`src/rtl/alu_arbiter.sv`:
```
// Two-requester round-robin front end for one shared combinational ALU.
// One operation in flight at a time: latch operands, capture result, hand it back.
module alu_arbiter #(
    parameter int W  = 32,
    parameter int CW = 16
) (
    input  logic          clk,
    input  logic          rst,
    input  logic          req0_valid,
    output logic          req0_ready,
    input  logic [W-1:0]  req0_a,
    input  logic [W-1:0]  req0_b,
    input  logic [1:0]    req0_op,
    input  logic          req1_valid,
    output logic          req1_ready,
    input  logic [W-1:0]  req1_a,
    input  logic [W-1:0]  req1_b,
    input  logic [1:0]    req1_op,
    output logic          rsp0_valid,
    input  logic          rsp0_ready,
    output logic          rsp1_valid,
    input  logic          rsp1_ready,
    output logic [W-1:0]  rsp_data,
    output logic          rsp_zf,
    output logic [W-1:0]  alu_a,
    output logic [W-1:0]  alu_b,
    output logic [1:0]    alu_s,
    input  logic [W-1:0]  alu_out,
    input  logic          alu_zf,
    output logic          busy,
    output logic [CW-1:0] ops_done
);

    typedef enum logic [1:0] {IDLE, EXEC, RESP} state_t;

    state_t        state_q, state_d;
    logic          prio_q, prio_d;
    logic          owner_q, owner_d;
    logic [W-1:0]  a_q, a_d, b_q, b_d;
    logic [1:0]    s_q, s_d;
    logic [W-1:0]  data_q, data_d;
    logic          zf_q, zf_d;
    logic [CW-1:0] cnt_q, cnt_d;
    logic          busy_q;

    logic gnt1, hs0, hs1, rsp_hs;

    // Grant and handshake decode; ready is masked during reset.
    always_comb begin
        gnt1       = req1_valid && (!req0_valid || prio_q);
        req0_ready = !rst && (state_q == IDLE) && req0_valid && !gnt1;
        req1_ready = !rst && (state_q == IDLE) && gnt1;
        hs0        = req0_valid && req0_ready;
        hs1        = req1_valid && req1_ready;
        rsp0_valid = (state_q == RESP) && !owner_q;
        rsp1_valid = (state_q == RESP) && owner_q;
        rsp_hs     = (rsp0_valid && rsp0_ready) || (rsp1_valid && rsp1_ready);
    end

    always_comb begin
        state_d = state_q;
        prio_d  = prio_q;
        owner_d = owner_q;
        a_d     = a_q;
        b_d     = b_q;
        s_d     = s_q;
        data_d  = data_q;
        zf_d    = zf_q;
        cnt_d   = cnt_q;
        case (state_q)
            IDLE: begin
                if (hs0 || hs1) begin
                    a_d     = hs1 ? req1_a  : req0_a;
                    b_d     = hs1 ? req1_b  : req0_b;
                    s_d     = hs1 ? req1_op : req0_op;
                    owner_d = hs1;
                    // Priority passes to the requester that was not just served.
                    prio_d  = !hs1;
                    state_d = EXEC;
                end
            end
            EXEC: begin
                data_d  = alu_out;
                zf_d    = alu_zf;
                state_d = RESP;
            end
            RESP: begin
                if (rsp_hs) begin
                    cnt_d   = cnt_q + CW'(1);
                    state_d = IDLE;
                end
            end
            default: state_d = IDLE;
        endcase
    end

    always_ff @(posedge clk) begin
        if (rst) begin
            state_q <= IDLE;
            prio_q  <= 1'b0;
            owner_q <= 1'b0;
            a_q     <= '0;
            b_q     <= '0;
            s_q     <= 2'b00;
            data_q  <= '0;
            zf_q    <= 1'b0;
            cnt_q   <= '0;
            busy_q  <= 1'b0;
        end else begin
            state_q <= state_d;
            prio_q  <= prio_d;
            owner_q <= owner_d;
            a_q     <= a_d;
            b_q     <= b_d;
            s_q     <= s_d;
            data_q  <= data_d;
            zf_q    <= zf_d;
            cnt_q   <= cnt_d;
            busy_q  <= (state_d != IDLE);
        end
    end

    assign alu_a    = a_q;
    assign alu_b    = b_q;
    assign alu_s    = s_q;
    assign rsp_data = data_q;
    assign rsp_zf   = zf_q;
    assign busy     = busy_q;
    assign ops_done = cnt_q;

endmodule

```
`config.mk`:
```
export PLATFORM = sky130hd
export DESIGN_NAME = alu_arbiter
export DESIGN_NICKNAME = d
export VERILOG_FILES = /design/src/rtl/alu_arbiter.sv
export SDC_FILE = /design/constraint.sdc
export NUM_CORES = 1
export LEC_CHECK = 0
export CORE_MARGIN = 3
export CORE_UTILIZATION = 37
export CTS_CLUSTER_DIAMETER = 40
export DETAILED_ROUTE_END_ITERATION = 7
export PLACE_DENSITY_LB_ADDON = 0.08
export REMOVE_ABC_BUFFERS = 1
export SLEW_MARGIN = 30
export SYNTH_ARGS = -nofsm -noshare
export SYNTH_HDL_FRONTEND = slang
export SYNTH_SLANG_ARGS = --single-unit
```
`constraint.sdc`:
```
create_clock -name clk -period 2.2 [get_ports clk]
set_input_delay 0.33 -clock clk [delete_from_list [all_inputs] [get_ports clk]]
set_output_delay 0.33 -clock clk [all_outputs]
set_load 0.05 [all_outputs]
```
==> impl_metrics.py, run 1 <==
metrics = {
    "status": {
        "status": "finished, violations left",
        "violations": "DRC",
    },
    "pwr": {
        "leakagePower_nw": 3.34,
        "p_switching_w": 0.00227,
        "combPwrFrac_pct": 29.1,
        "pwr-share-seq_pct": 35.5,
        "p_per_area_nw_per_um2": 872,
        "ir_drop_v": 0.000457,
        "switching_share_pct": 31.8,
        "p_int_w": 0.00488,
        "clockPowerShare_pct": 35.4,
    },
    "floorplanning": {
        "initial_utilization_pct": 38.9,
        "rows": 39,
        "die_h_um": 117,
        "die_area_sq_um": 13700,
        "fp.coreArea_sq_um": 11800,
        "io_pins": 291,
        "die_w_um": 117,
    },
    "logic_synthesis": {
        "synthXorXnorAreaFrac_pct": 1.72,
        "synth_compound_area_share_pct": 20.3,
        "yosysWarnings": 0,
        "synthTopCellsByArea": "dfxtp_1, a222oi_1, nand2_1, inv_1, a21oi_1",
        "synth_top_area_share_pct": 52.6,
        "synth_flop_cell": "dfxtp_1",
        "synth_area_sq_um": 4570,
        "synth.largest_area_cell": "dfxtp_1",
        "synth-edff-count": 0,
        "syn_area_per_cell_sq_um": 9.40,
        "yosysUniqueCellTypes": 37,
        "synth_adder_area_share_pct": 0.274,
        "synth-async-reset-ratio_pct": 0,
        "yosysSeqAreaShare_pct": 52.6,
        "syn_inst": 486,
        "synthMuxAreaShare_pct": 2.63,
        "synth_top_family_by_area": "compound AO/OA/AOI/OAI gates",
        "yosys.area_share.simple_pct": 13.4,
        "ys_ff_latch": 120,
    },
    "finish": {
        "drive_gt1_share_pct": 7.29,
        "syn2layout_area_growth_pct": 79.3,
        "nNetsFinal": 943,
        "postLayoutCoreUtil_pct": 69.7,
    },
    "place": {
        "portBuffers": 290,
        "finalWeightedCongestion": 0.817,
        "hpwl_um": 12500,
    },
    "sta": {
        "worst-slew-pin-transition_ps": 782,
        "rsz0062_at_grt": "false",
        "max_slew_margin_pct": 47.9,
        "post-route-period-util_pct": 94.0,
        "holdWs_ps": 294,
        "setup_violations": 0,
        "fmax_ghz": 0.483,
        "fin_crit_ps": 2070,
        "worst_clock_skew_ps": 7.52,
        "hold_violations": 0,
        "slew_violations": 0,
    },
    "global_route": {
        "grt_start_max_net_pins": 43,
        "grt_pass1_wl_um": 24300,
        "grt_overflow_total": 0,
        "grtUsageTotal_pct": 23.4,
        "antenna_found_initial": 1,
        "first_global_vias": 4610,
    },
    "clock_tree": {
        "clk-insertion-delay-late_ps": 410,
        "clk_pin_slew_ps": 50,
        "h-tree-depth": 4,
        "cts_hold_buf": 0,
        "clock-sinks": 120,
        "cts_root_buf": "clkbuf_16",
        "clockBufferDepth": 2,
        "cts_tree": "built",
        "cts_buffers": 17,
    },
    "worst_setup_path": {
        "r2r_start": "state_q[1]",
        "path_max_fanout": 7,
        "cp.arrival_ps": 1740,
        "startpoint": "state_q[0]",
        "crit_type": "flip-flop to primary output",
        "crit_path_end_kind": "primary output",
        "cp.required_ps": 1870,
        "critPathLaunchType": "flip-flop",
    },
    "drt": {
        "wirelength_um": 16800,
        "vias": 4850,
        "drtAntennaViolNets": 0,
        "drcViolationCount": 1,
        "firstDrtPassIters": 8,
        "via_per_inst": 5.12,
        "detail_route.wl_per_cell_um": 17.7,
        "drtIter0Drc": 597,
    },
    "min_path": {
        "hold_class": "primary input to flip-flop",
        "hp-start": "rst",
    },
    "flow_run": {
        "cap_viol_max_count": 0,
    },
}
[registers in the layout, summed over array words and instances (netlist names)]
name and flops:
alu_b 32, alu_a 32, busy 1, state_q 2, rsp_data 32, prio_q 1
rsp_zf 1, ops_done 16, owner_q 1, alu_s 2
[worst paths after layout]
kind                                endpoint  slack, ps  cells past startpoint
worst max-delay path              req0_ready        130                      3
worst min-delay path              state_q[0]        290                      2
worst min register to register  rsp_data[17]        450                      2
worst max register to register      alu_b[1]        320                      5
[critical path, cell delays in order, from the launching register on]
cell,delay (ps)
dfxtp_1,390
nor4b_4,420
a21boi_4,350
buf_12,170
[what timing repair did]
action / in CTS / in global routing
setup buffers: 1 / 0
endpoints found under the setup margin: 2 / 0
gates resized for setup: 1 / 0
[power groups by stage]
stage	sequential, W	combinational [W]	clock (W)
after floorplan	0.00331	0.000402	0
after global placement	0.00257	0.00205	0
after detailed placement	0.00258	0.00208	0
after CTS	0.00254	0.00210	0.00258
after global routing	0.00256	0.00219	0.00269
final	0.00254	0.00208	0.00253
[cells in the final DEF, fill, tap and decap left out, types with 9 or more instances in the layout]
master	count
clkdlybuf4s50_1	285
dfxtp_1	120
nand2_1	72
inv_1	58
a222oi_1	55
a21oi_1	41
nor2_1	23
clkbuf_16	17
mux2i_1	12
buf_4	12
a211oi_1	11
xnor2_1	9
[synth_stat cells (8+ instances only)]
cell type,n
a211oi_1,11
nand2_1,72
inv_1,58
a222oi_1,55
dfxtp_1,120
nor2_1,24
clkbuf_1,21
o21ai_0,8
mux2i_1,12
xnor2_1,9
a21oi_1,41
[per-stage QoR]
stage          TNS (ps)  power, W  cells  area (sq um)  setup WS [ps]
2_1_floorplan   -119860   0.00371    449          4380          -2110
3_3_place_gp          0   0.00462    915          7640           3.88
3_5_place_dp      -2140   0.00466    915          7640          -80.0
4_1_cts               0   0.00721    946          8190           72.8
5_1_grt               0   0.00745    946          8190           31.1
6_report              0   0.00714    947          8200            131
[routing by layer]
metal / part of all wire, % / up-vias / GRT usage [%]
met5: 0.042 / - / 0
met4: 2.2 / 2 / 10.5
met3: 9.8 / 30 / 9.00
met2: 50 / 241 / 39.6
met1: 38 / 2263 / 25.9
li1: - / 2314 / -
[cell families after synthesis]
kind of cell,after synthesis
buf+inv,96
xor+xnor,9
simple gates,129
mux,12
fa+ha+maj,1
flops,120
compound gates,119
[layout make-up]
| type | instances | area, sq um |
|---|---|---|
| fill | 956 | 3560 |
| multi-input combinational | 270 | 1770 |
| tap | 164 | 205 |
| antenna | 1 | 2.50 |
| timing repair buffer | 303 | 3050 |
| clock buffer | 28 | 537 |
| clock inverter | 2 | 10.0 |
| sequential | 120 | 2400 |
| inverter | 59 | 221 |
Power figures use the tool's default switching activity.
==> inputs of run 2 (changes only) <==
==> constraint.sdc (replaced) <==
create_clock -name clk -period 2.2 [get_ports clk]
set_input_delay 0.33 -clock clk [delete_from_list [all_inputs] [get_ports clk]]
set_output_delay 0.33 -clock clk [all_outputs]
set_load 0.02 [all_outputs]
==> impl_metrics.py, run 2 (synthesized netlist as in run 1, its figures left out) <==
metrics = {
    "flow_run": {
        "cap_viol_max_count": 0,
    },
    "clock_tree": {
        "cts_buffers": 17,
        "clockBufferDepth": 2,
        "post_cts_buffers": 0,
        "clock-sinks": 120,
        "clk_pin_slew_ps": 50,
        "cts_tree": "built",
        "cts_hold_buf": 0,
        "clk-insertion-delay-late_ps": 410,
        "cts_resized": 4,
        "cts_root_buf": "clkbuf_16",
        "h-tree-depth": 4,
    },
    "worst_setup_path": {
        "reg2reg_to": "ops_done[12]",
        "startpoint": "req0_valid",
        "crit_type": "primary input to primary output",
        "reg2reg_depth": 5,
        "path_max_fanout": 5,
        "cp.arrival_ps": 1730,
        "crit_path_end_kind": "primary output",
        "critPathLaunchType": "primary input",
        "ff2ff_setup_slack_ps": 450,
        "cp.required_ps": 1870,
        "r2r_start": "ops_done[0]",
    },
    "place": {
        "finalWeightedCongestion": 0.766,
        "hpwl_um": 12400,
        "place_ws_ps": 48.1,
        "dpl_cell_area_sq_um": 7630,
        "dp_cells": 918,
        "portBuffers": 290,
    },
    "global_route": {
        "use_met2_pct": 40.6,
        "grt_start_max_net_pins": 62,
        "antenna_found_initial": 0,
        "grt.busiest_layer": "met2",
        "met3_usage_pct": 10.0,
        "grtUsageTotal_pct": 23.8,
        "gr-usage-met1_pct": 25.5,
        "grt_overflow_total": 0,
        "first_global_vias": 4790,
        "grt_pass1_wl_um": 24800,
    },
    "pwr": {
        "p_per_area_nw_per_um2": 810,
        "clockPowerShare_pct": 37.7,
        "leakagePower_nw": 3.33,
        "combPwrFrac_pct": 23.9,
        "p_switching_w": 0.00177,
        "switching_share_pct": 26.9,
        "ir_drop_v": 0.000662,
        "pwr-share-seq_pct": 38.4,
        "p_int_w": 0.00483,
    },
    "sta": {
        "fmax_ghz": 0.485,
        "fin_setup_tns_ps": 0,
        "slew_violations": 0,
        "worst-slew-pin-transition_ps": 645,
        "fin_crit_ps": 2060,
        "setup_violations": 0,
        "max_slew_margin_pct": 57.0,
        "worst_clock_skew_ps": 5.45,
        "rsz0062_at_grt": "false",
        "hold_violations": 0,
        "post-route-period-util_pct": 93.6,
        "fin_ws_ps": 140,
    },
    "drt": {
        "vias": 4816,
        "via_per_inst": 5.08,
        "detail_route.wl_per_cell_um": 17.7,
        "drcViolationCount": 0,
        "drtIter0Drc": 516,
        "firstDrtPassIters": 7,
        "wirelength_um": 16800,
        "drtAntennaViolNets": 0,
    },
    "floorplanning": {
        "die_w_um": 117,
        "die_area_sq_um": 13700,
        "initial_utilization_pct": 38.9,
        "die_h_um": 117,
        "io_pins": 291,
        "fp.coreArea_sq_um": 11800,
        "rows": 39,
    },
    "finish": {
        "seqCellArea_sq_um": 2400,
        "antenna_cells": 0,
        "syn2layout_area_growth_pct": 78.3,
        "fill_cells": 953,
        "drive_gt1_share_pct": 6.76,
        "layout_common_cells": "clkdlybuf4s50_1, dfxtp_1, nand2_1",
        "mostFrequentLayoutCell": "clkdlybuf4s50_1",
        "design_area_sq_um": 8150,
        "multi_input_area_sq_um": 1770,
        "fin_cells": 948,
        "nNetsFinal": 945,
    },
    "min_path": {
        "hold_class": "primary input to flip-flop",
        "hold_path_depth": 2,
        "hp-start": "rst",
        "worstHoldEndpoint": "state_q[0]",
    },
    "status": {
        "status": "finished, final reports clean",
    },
}
==> run 2: changes by cell type in the layout (fill, tap and decap cells not counted), sizes merged <==
cell         delta
buf             -1
dlygate4sd2     +3
diode           -1
bufinv          +1
clkinv          +1
clkbuf          -2
==> run 2: layout make-up <==
class / count / share of cell area (%)
repair buffers: 305 / 37.2
flip-flops and latches: 120 / 29.5
multi-input cells: 270 / 21.7
clock buffers: 26 / 5.88
inverters: 59 / 2.72
well taps: 164 / 2.52
clock inverters: 4 / 0.553
==> run 2: power groups by stage <==
stage / Combinational (W) / Sequential [W] / Clock, W
after detailed placement: 0.00159 / 0.00257 / 0
after floorplan: 0.000389 / 0.00283 / 0
after global placement: 0.00156 / 0.00256 / 0
final: 0.00158 / 0.00253 / 0.00249
after global routing: 0.00170 / 0.00256 / 0.00264
after CTS: 0.00160 / 0.00253 / 0.00256
==> run 2: worst max-delay path by stage <==
stage	end	slack (ps)	cells past startpoint
2_1_floorplan	alu_a[10]	-1670	4
3_5_place_dp	alu_a[13]	50	7
3_3_place_gp	req1_ready	100	5
4_1_cts	req0_ready	120	3
6_report	req0_ready	140	5
5_1_grt	req0_ready	60	5
==> run 2: worst max-delay path: stages <==
cell             delay, ps
clkdlybuf4s50_1        490
buf_4                  120
nor4b_4                300
a21boi_4               330
buf_12                 150
==> run 2: routing by layer <==
| metal | wire length [um] | vias up | part of all wire [%] |
|---|---|---|---|
| met5 | 0 | - | 0 |
| met1 | 6120 | 2238 | 36 |
| met2 | 8400 | 236 | 50 |
| met3 | 1830 | 32 | 11 |
| li1 | - | 2310 | - |
| met4 | 429 | 0 | 2.6 |
==> run 2: per-stage QoR <==
step / utilization, % / power [W] / hold slack (ps)
floorplan: - / 0.00321 / 399
global placement: 64.9 / 0.00412 / 441
detailed placement: 64.9 / 0.00416 / 446
CTS: 69.3 / 0.00669 / 284
global route: 69.3 / 0.00690 / 322
finish: 69.3 / 0.00661 / 317
